===== src/rtl/ysyx_041514_icache_refill_pkg.sv =====
// Shared constants, state encoding and helpers for the icache miss-refill engine.
// Optional perf counters are enabled with YSYX_041514_ICACHE_REFILL_PERF_EN.
package ysyx_041514_icache_refill_pkg;

    localparam int IDX_LEN = 6;   // set index, paddr[11:6]
    localparam int BLK_LEN = 6;   // byte offset inside a 64B line
    localparam int TAG_LEN = 20;  // paddr[31:12]
    localparam int ADDR_W  = 32;
    localparam int BEAT_W  = 64;
    localparam int LINE_W  = 128; // one array bank row

    // AXI constants for a full-line INCR burst of 8 x 8B beats
    localparam logic [7:0] AXI_LEN_LINE = 8'd7;
    localparam logic [2:0] SIZE_8B      = 3'b011;
    localparam logic [1:0] BURST_INCR   = 2'b01;
    localparam logic [1:0] RESP_OKAY    = 2'b00;
    localparam logic [2:0] LAST_BEAT    = 3'd7;

    // Clears the in-line offset so the burst starts on the line boundary
    localparam logic [ADDR_W-1:0] LINE_MASK = {{(ADDR_W-BLK_LEN){1'b1}}, {BLK_LEN{1'b0}}};

    typedef enum logic [1:0] {
        ST_IDLE = 2'b00,
        ST_AR   = 2'b01,
        ST_R    = 2'b10,
        ST_DONE = 2'b11
    } state_e;

    // Selects the 64b half of a bank row that an even/odd beat lands in
    function automatic logic [LINE_W-1:0] half_mask(input logic upper);
        logic [LINE_W-1:0] m;
        if (upper) begin
            m = {{BEAT_W{1'b1}}, {BEAT_W{1'b0}}};
        end else begin
            m = {{BEAT_W{1'b0}}, {BEAT_W{1'b1}}};
        end
        return m;
    endfunction

    // 64-bit increment that sticks at all-ones instead of wrapping
    function automatic logic [63:0] sat_inc64(input logic [63:0] v);
        logic [63:0] r;
        if (v == {64{1'b1}}) begin
            r = v;
        end else begin
            r = v + 64'd1;
        end
        return r;
    endfunction

endpackage


===== src/rtl/ysyx_041514_icache_refill_if.sv =====
// AXI4 read-address / read-data channel bundle between the refill engine
// (master) and the memory interconnect (slave).
interface ysyx_041514_icache_refill_if;
    import ysyx_041514_icache_refill_pkg::*;

    logic              arvalid;
    logic              arready;
    logic [ADDR_W-1:0] araddr;
    logic [7:0]        arlen;
    logic [2:0]        arsize;
    logic [1:0]        arburst;
    logic              rvalid;
    logic              rready;
    logic [BEAT_W-1:0] rdata;
    logic [1:0]        rresp;
    logic              rlast;

    modport master (
        output arvalid, araddr, arlen, arsize, arburst, rready,
        input  arready, rvalid, rdata, rresp, rlast
    );

    modport slave (
        input  arvalid, araddr, arlen, arsize, arburst, rready,
        output arready, rvalid, rdata, rresp, rlast
    );

endinterface


===== src/rtl/ysyx_041514_icache_refill_perf_cnt.sv =====
// Saturating miss / busy-cycle counter pair for the refill engine.
// Only compiled when YSYX_041514_ICACHE_REFILL_PERF_EN is defined.
`ifdef YSYX_041514_ICACHE_REFILL_PERF_EN
module ysyx_041514_icache_perf_cnt
    import ysyx_041514_icache_refill_pkg::*;
(
    input  logic        clk,
    input  logic        rst,
    input  logic        miss_inc_i,
    input  logic        cyc_inc_i,
    output logic [63:0] miss_cnt_o,
    output logic [63:0] cyc_cnt_o
);

    logic [63:0] miss_q;
    logic [63:0] cyc_q;

    // Count accepted misses and non-idle cycles, holding at all-ones
    always_ff @(posedge clk) begin
        if (rst) begin
            miss_q <= 64'd0;
            cyc_q  <= 64'd0;
        end else begin
            if (miss_inc_i) begin
                miss_q <= sat_inc64(miss_q);
            end
            if (cyc_inc_i) begin
                cyc_q <= sat_inc64(cyc_q);
            end
        end
    end

    assign miss_cnt_o = miss_q;
    assign cyc_cnt_o  = cyc_q;

endmodule
`endif


===== src/rtl/ysyx_041514_icache_refill.sv =====
// icache miss-refill engine: one line miss -> one 8-beat AXI INCR burst,
// each beat written into the banked data array one cycle after its handshake,
// then a single tag/valid write (suppressed if any beat was bad).
// YSYX_041514_ICACHE_REFILL_PERF_EN adds saturating perf counters.
module ysyx_041514_icache_refill
    import ysyx_041514_icache_refill_pkg::*;
(
    input  logic                clk,
    input  logic                rst,
    input  logic                miss_req_i,
    input  logic [ADDR_W-1:0]   miss_addr_i,
    output logic                miss_ready_o,
    output logic                refill_done_o,
    output logic                refill_err_o,
    ysyx_041514_icache_refill_if.master axi,
    output logic [IDX_LEN-1:0]  icache_index_o,
    output logic [LINE_W-1:0]   icache_line_wdata_o,
    output logic [LINE_W-1:0]   icache_wmask_o,
    output logic [2:0]          burst_count_o,
    output logic                icache_wen_o,
    output logic                tag_wen_o,
    output logic [TAG_LEN-1:0]  tag_o
`ifdef YSYX_041514_ICACHE_REFILL_PERF_EN
    ,
    output logic [63:0]         perf_miss_cnt_o,
    output logic [63:0]         perf_refill_cyc_o
`endif
);

    state_e            state_q, state_d;
    logic [ADDR_W-1:0] addr_q;      // line-aligned miss address
    logic [BEAT_W-1:0] beat_q;      // last received beat, written next cycle
    logic [2:0]        rcv_cnt_q;   // beats received so far in this burst
    logic [2:0]        wr_cnt_q;    // beat number of the array write in flight
    logic              wen_q;
    logic              last_q;      // final beat taken, waiting for its write
    logic              err_q;       // sticky error for the current refill

    logic accept_s;
    logic r_hs_s;
    logic beat_exit_s;
    logic beat_err_s;

    // Handshake and per-beat decode
    always_comb begin
        accept_s    = (state_q == ST_IDLE) && miss_req_i;
        r_hs_s      = (state_q == ST_R) && !last_q && axi.rvalid;
        beat_exit_s = axi.rlast || (rcv_cnt_q == LAST_BEAT);
        // Error on bad response, rlast too early, or rlast missing on beat 7
        beat_err_s  = (axi.rresp != RESP_OKAY) || (axi.rlast != (rcv_cnt_q == LAST_BEAT));
    end

    // Next-state logic; R leaves only once the final beat has been written
    always_comb begin
        state_d = state_q;
        case (state_q)
            ST_IDLE: begin
                if (miss_req_i) begin
                    state_d = ST_AR;
                end else begin
                    state_d = ST_IDLE;
                end
            end
            ST_AR: begin
                if (axi.arready) begin
                    state_d = ST_R;
                end else begin
                    state_d = ST_AR;
                end
            end
            ST_R: begin
                if (last_q) begin
                    state_d = ST_DONE;
                end else begin
                    state_d = ST_R;
                end
            end
            ST_DONE: begin
                state_d = ST_IDLE;
            end
            default: begin
                state_d = ST_IDLE;
            end
        endcase
    end

    // State register
    always_ff @(posedge clk) begin
        if (rst) begin
            state_q <= ST_IDLE;
        end else begin
            state_q <= state_d;
        end
    end

    // Address latch, beat capture, counters and sticky error
    always_ff @(posedge clk) begin
        if (rst) begin
            addr_q    <= {ADDR_W{1'b0}};
            beat_q    <= {BEAT_W{1'b0}};
            rcv_cnt_q <= 3'd0;
            wr_cnt_q  <= 3'd0;
            wen_q     <= 1'b0;
            last_q    <= 1'b0;
            err_q     <= 1'b0;
        end else begin
            wen_q <= r_hs_s;
            if (accept_s) begin
                addr_q <= miss_addr_i & LINE_MASK;
                err_q  <= 1'b0;
            end
            if (r_hs_s) begin
                beat_q <= axi.rdata;
                if (beat_exit_s) begin
                    rcv_cnt_q <= 3'd0;
                    last_q    <= 1'b1;
                end else begin
                    rcv_cnt_q <= rcv_cnt_q + 3'd1;
                end
                if (beat_err_s) begin
                    err_q <= 1'b1;
                end
            end
            if (wen_q) begin
                wr_cnt_q <= wr_cnt_q + 3'd1;
            end
            // An early exit leaves the write count mid-line; restart it here
            if (state_q == ST_DONE) begin
                last_q   <= 1'b0;
                wr_cnt_q <= 3'd0;
            end
        end
    end

    assign miss_ready_o  = (state_q == ST_IDLE);
    assign refill_done_o = (state_q == ST_DONE);
    assign refill_err_o  = (state_q == ST_DONE) && err_q;
    assign tag_wen_o     = (state_q == ST_DONE) && !err_q;

    assign axi.arvalid = (state_q == ST_AR);
    assign axi.araddr  = addr_q;
    assign axi.arlen   = AXI_LEN_LINE;
    assign axi.arsize  = SIZE_8B;
    assign axi.arburst = BURST_INCR;
    assign axi.rready  = (state_q == ST_R) && !last_q;

    // Each 64b beat is duplicated; the mask picks the half by beat parity
    assign icache_index_o      = addr_q[BLK_LEN +: IDX_LEN];
    assign tag_o               = addr_q[ADDR_W-1 -: TAG_LEN];
    assign icache_line_wdata_o = {beat_q, beat_q};
    assign icache_wmask_o      = wen_q ? half_mask(wr_cnt_q[0]) : {LINE_W{1'b0}};
    assign burst_count_o       = wr_cnt_q;
    assign icache_wen_o        = wen_q;

`ifdef YSYX_041514_ICACHE_REFILL_PERF_EN
    ysyx_041514_icache_perf_cnt u_perf_cnt (
        .clk        (clk),
        .rst        (rst),
        .miss_inc_i (accept_s),
        .cyc_inc_i  (state_q != ST_IDLE),
        .miss_cnt_o (perf_miss_cnt_o),
        .cyc_cnt_o  (perf_refill_cyc_o)
    );
`endif

endmodule

===== src/flat_wrapper.sv =====
// flat-port wrapper written by rule: the top's interface ports become plain ports
module ysyx_041514_icache_refill_flat import ysyx_041514_icache_refill_pkg::*;
  (clk, rst, miss_req_i, miss_addr_i, miss_ready_o, refill_done_o, refill_err_o, icache_index_o, icache_line_wdata_o, icache_wmask_o, burst_count_o, icache_wen_o, tag_wen_o, tag_o, axi_arvalid, axi_araddr, axi_arlen, axi_arsize, axi_arburst, axi_rready, axi_arready, axi_rvalid, axi_rdata, axi_rresp, axi_rlast);
  ysyx_041514_icache_refill_if axi_i ();
  input  logic clk;
  input  logic rst;
  input  logic miss_req_i;
  input  logic [ADDR_W-1:0] miss_addr_i;
  output logic miss_ready_o;
  output logic refill_done_o;
  output logic refill_err_o;
  output logic [IDX_LEN-1:0] icache_index_o;
  output logic [LINE_W-1:0] icache_line_wdata_o;
  output logic [LINE_W-1:0] icache_wmask_o;
  output logic [2:0] burst_count_o;
  output logic icache_wen_o;
  output logic tag_wen_o;
  output logic [TAG_LEN-1:0] tag_o;
  output wire logic [$bits(axi_i.arvalid)-1:0] axi_arvalid;
  output wire logic [$bits(axi_i.araddr)-1:0] axi_araddr;
  output wire logic [$bits(axi_i.arlen)-1:0] axi_arlen;
  output wire logic [$bits(axi_i.arsize)-1:0] axi_arsize;
  output wire logic [$bits(axi_i.arburst)-1:0] axi_arburst;
  output wire logic [$bits(axi_i.rready)-1:0] axi_rready;
  input wire logic [$bits(axi_i.arready)-1:0] axi_arready;
  input wire logic [$bits(axi_i.rvalid)-1:0] axi_rvalid;
  input wire logic [$bits(axi_i.rdata)-1:0] axi_rdata;
  input wire logic [$bits(axi_i.rresp)-1:0] axi_rresp;
  input wire logic [$bits(axi_i.rlast)-1:0] axi_rlast;
  assign axi_arvalid = axi_i.arvalid;
  assign axi_araddr = axi_i.araddr;
  assign axi_arlen = axi_i.arlen;
  assign axi_arsize = axi_i.arsize;
  assign axi_arburst = axi_i.arburst;
  assign axi_rready = axi_i.rready;
  assign axi_i.arready = axi_arready;
  assign axi_i.rvalid = axi_rvalid;
  assign axi_i.rdata = axi_rdata;
  assign axi_i.rresp = axi_rresp;
  assign axi_i.rlast = axi_rlast;
  ysyx_041514_icache_refill u_core (.clk(clk), .rst(rst), .miss_req_i(miss_req_i), .miss_addr_i(miss_addr_i), .miss_ready_o(miss_ready_o), .refill_done_o(refill_done_o), .refill_err_o(refill_err_o), .axi(axi_i), .icache_index_o(icache_index_o), .icache_line_wdata_o(icache_line_wdata_o), .icache_wmask_o(icache_wmask_o), .burst_count_o(burst_count_o), .icache_wen_o(icache_wen_o), .tag_wen_o(tag_wen_o), .tag_o(tag_o));
endmodule

===== config.mk =====
export PLATFORM = sky130hd
export DESIGN_NAME = ysyx_041514_icache_refill_flat
export DESIGN_NICKNAME = d
export VERILOG_FILES = /design/src/rtl/ysyx_041514_icache_refill_pkg.sv /design/src/rtl/ysyx_041514_icache_refill_if.sv /design/src/rtl/ysyx_041514_icache_refill_perf_cnt.sv /design/src/rtl/ysyx_041514_icache_refill.sv /design/src/flat_wrapper.sv
export SDC_FILE = /design/constraint.sdc
export NUM_CORES = 1
export LEC_CHECK = 0
export CORE_AREA = 2 2 170 172
export CTS_CLUSTER_DIAMETER = 100
export DETAILED_ROUTE_END_ITERATION = 6
export DIE_AREA = 0 0 172 174
export HOLD_SLACK_MARGIN = 0.08
export PLACE_DENSITY_LB_ADDON = 0.3
export SLEW_MARGIN = 20
export SYNTH_ARGS = -nofsm -noshare
export SYNTH_HDL_FRONTEND = slang
export SYNTH_HIERARCHICAL = 1
export SYNTH_SLANG_ARGS = --single-unit

===== constraint.sdc =====
create_clock -name clk -period 5.3 [get_ports clk]
set_clock_uncertainty 0.2 [all_clocks]
set_input_delay 0.53 -clock clk [delete_from_list [all_inputs] [get_ports clk]]
set_output_delay 0.53 -clock clk [all_outputs]
set_load 0.05 [all_outputs]

==> results.json <==
{
  "status": "finished, final reports clean",
  "core_um2": 28200,
  "finalSetupViolCount": 0,
  "antenna_found_initial": 0,
  "synth_area_leaders": "dfxtp_1, buf_4, nand2_1, a21oi_1, a21oi_2",
  "final_nets": 980,
  "die_x_um": 172,
  "detail_route.vias_per_cell": 3.65,
  "maxCapViolCount": 0,
  "ff2ff_path_depth": 4,
  "synth_area_um2": 5500,
  "crit_arrival_ns": 2.56,
  "cts_tree": "yes",
  "syn_avg_cell_area_um2": 7.94,
  "critPathKind": "register to primary output",
  "final_hold_viol_count": 0,
  "grt_usage": 0.108,
  "insertion_delay_ns": 0.35,
  "gp_congestion": 0.754,
  "dp_slack_ns": 2.16,
  "powerDensity_nw_per_um2": 226,
  "path_cells": "and2_2, clkdlybuf4s50_1",
  "postRouteAntennaNets": 0,
  "numCtsBuffers": 9,
  "synth_seq_cells": 101,
  "dpl-instance-area_um2": 8270,
  "crit_path_end_kind": "primary output",
  "critPathMaxFanout": 64,
  "worstHoldPathCells": 2,
  "drtIter0Drc": 127,
  "setup.worst_path.start_class": "register",
  "clkTransAtPathRegs_ns": 0.07,
  "area_growth_pct": 55.7,
  "synth-warning-count": 6,
  "ios": 441,
  "grt_max_degree": 65,
  "timing.rr.end": "u_core/beat_q[19]$_SDFFE_PP0P_",
  "relSlewSlack": 0.295,
  "worstPathRequired_ns": 4.57,
  "drt-total-wl_mm": 17.5,
  "gr-total-overflow": 0,
  "tightest_slew_ns": 1.06,
  "stdcell_area_um2": 8570,
  "rsz0062_at_grt": "false",
  "cts_setup_buffers": 0,
  "timing.fmax_mhz": 304,
  "drc": 0,
  "min_period_ns": 3.29,
  "utilization": 0.303,
  "ir_drop_uv": 113,
  "cts_hold_buf": 0,
  "die_h_um": 174,
  "regToRegSetupSlack_ns": 2.90,
  "antenna_cells": 0,
  "synth.yosys.seq_area_share": 0.368,
  "clock_path_buffers": 2,
  "num-fill-cells": 2999,
  "initial_core_util": 0.195,
  "drt_pass1_iterations": 4,
  "cts_sinks": 101,
  "hold_end": "u_core/rcv_cnt_q[1]$_SDFFE_PP0P_",
  "layout-drive-gt1-share": 0.0410,
  "num_vias": 4602,
  "port_buffers": 415,
  "routedWlPerCell_um": 13.8,
  "synth_top_area_frac": 0.368,
  "die-area_um2": 29900,
  "critPathSlowestCell": "clkdlybuf4s50_1",
  "min_path_type": "register to register",
  "cpPeakStageDelay_ns": 0.96,
  "post_cts_resized": 0,
  "cts_root_buf": "clkbuf_16",
  "rows": 62,
  "ys_types": 29,
  "fin_tns_setup_ns": 0,
  "grt_pass1_wl_mm": 24.5,
  "fin_crit_sh": 0.621,
  "min_from": "u_core/rcv_cnt_q[1]$_SDFFE_PP0P_",
  "grt_pass1_vias": 4033,
  "hpwl_mm": 13.1,
  "synth_top_area_cell": "dfxtp_1",
  "worst_slack_ns": 2.01,
  "p_leak_nw": 2.89,
  "h-tree-depth": 3,
  "synth_cells": 693,
  "drv_slew": 0
}
[kinds of logic after synthesis]
kind of cell / share of synthesized area
buf+inv: 0.363
fa+ha+maj: 0.00910
xor+xnor: 0.00318
simple gates: 0.156
other cells: 0.00137
flops: 0.368
mux: 0.00182
compound gates: 0.0978
[cell usage in the layout (no fill, tap or decap), types with 2 or more instances in the layout]
master             n
buf_4              5
nor2_1             8
conb_1            19
nand2_1          187
clkinvlp_4         5
clkdlybuf4s50_1  414
nand2b_1           4
dfxtp_1          101
ha_1               4
nand3_1            2
a21oi_2           10
inv_1              4
clkbuf_16          9
a21oi_1           87
[where the power goes]
part           switching [mW]  internal (mW)
registers              0.0268          0.783
logic                   0.312          0.172
clock network           0.322          0.323
[critical path, delay by kind of cell (launching register included)]
family | cells | cell delay, ns
simple gates | 1 | 0.78
flops | 1 | 0.45
buf+inv | 1 | 0.96
[metrics by stage]
step	hold WS [ns]	power, mW	cells
after global placement	0.243	1.31	1244
after floorplan	0.236	1.17	710
after detailed placement	0.248	1.32	1244
after global routing	0.278	2.02	1261
after CTS	0.258	1.98	1260
final	0.259	1.94	1261
[per-layer routing]
layer | global-route usage | routed length (um) | up-vias
met5 | 0 | 0 | -
met4 | 0.0431 | 323 | 0
met3 | 0.0189 | 1300 | 17
met2 | 0.190 | 8690 | 238
met1 | 0.129 | 7140 | 2073
li1 | - | - | 2274
[cell type report]
class                   instances  area [um^2]  area share
inverters                       4         15.0     0.00175
clock inverters                 6         48.8     0.00570
flip-flops and latches        101         2020       0.236
clock buffers                  10          229      0.0267
repair buffers                420         4200       0.491
well taps                     384          480      0.0561
multi-input cells             336         1570       0.183
[cells in the mapped netlist, drive strengths merged]
cell and instances:
buf 255, nand2 187, dfxtp 101, a21oi 97, clkbuf 14, nor2 8, ha 4, inv 4
nand2b 4, conb 2, nand3 2, nor2b 2, a21o 1, and2 1, and3 1, and4bb 1
mux2i 1, nand3b 1, nand4bb 1, nor3b 1, o31ai 1, or3 1, or3b 1, xnor2 1
xor2 1
[registers in the layout, indices dropped and copies added (netlist names), named ones only]
name / flops
u_core/beat_q: 64
u_core/axi.araddr: 26
u_core/burst_count_o: 3
u_core/rcv_cnt_q: 3
u_core/err_q: 1
u_core/icache_wen_o: 1
u_core/last_q: 1
u_core/state_q: 1
[worst max-delay path by stage]
stage | start | endpoint | cells past startpoint
after floorplan | u_core/icache_wen_o$_SDFF_PP0_ | icache_wmask_o[10] | 2
after global placement | u_core/icache_wen_o$_SDFF_PP0_ | icache_wmask_o[7] | 2
after detailed placement | u_core/icache_wen_o$_SDFF_PP0_ | icache_wmask_o[2] | 2
after CTS | u_core/icache_wen_o$_SDFF_PP0_ | icache_wmask_o[2] | 2
after global routing | u_core/icache_wen_o$_SDFF_PP0_ | icache_wmask_o[110] | 2
final | u_core/burst_count_o[0]$_SDFFE_PP0P_ | icache_wmask_o[97] | 2
Power figures use the tool's default switching activity.
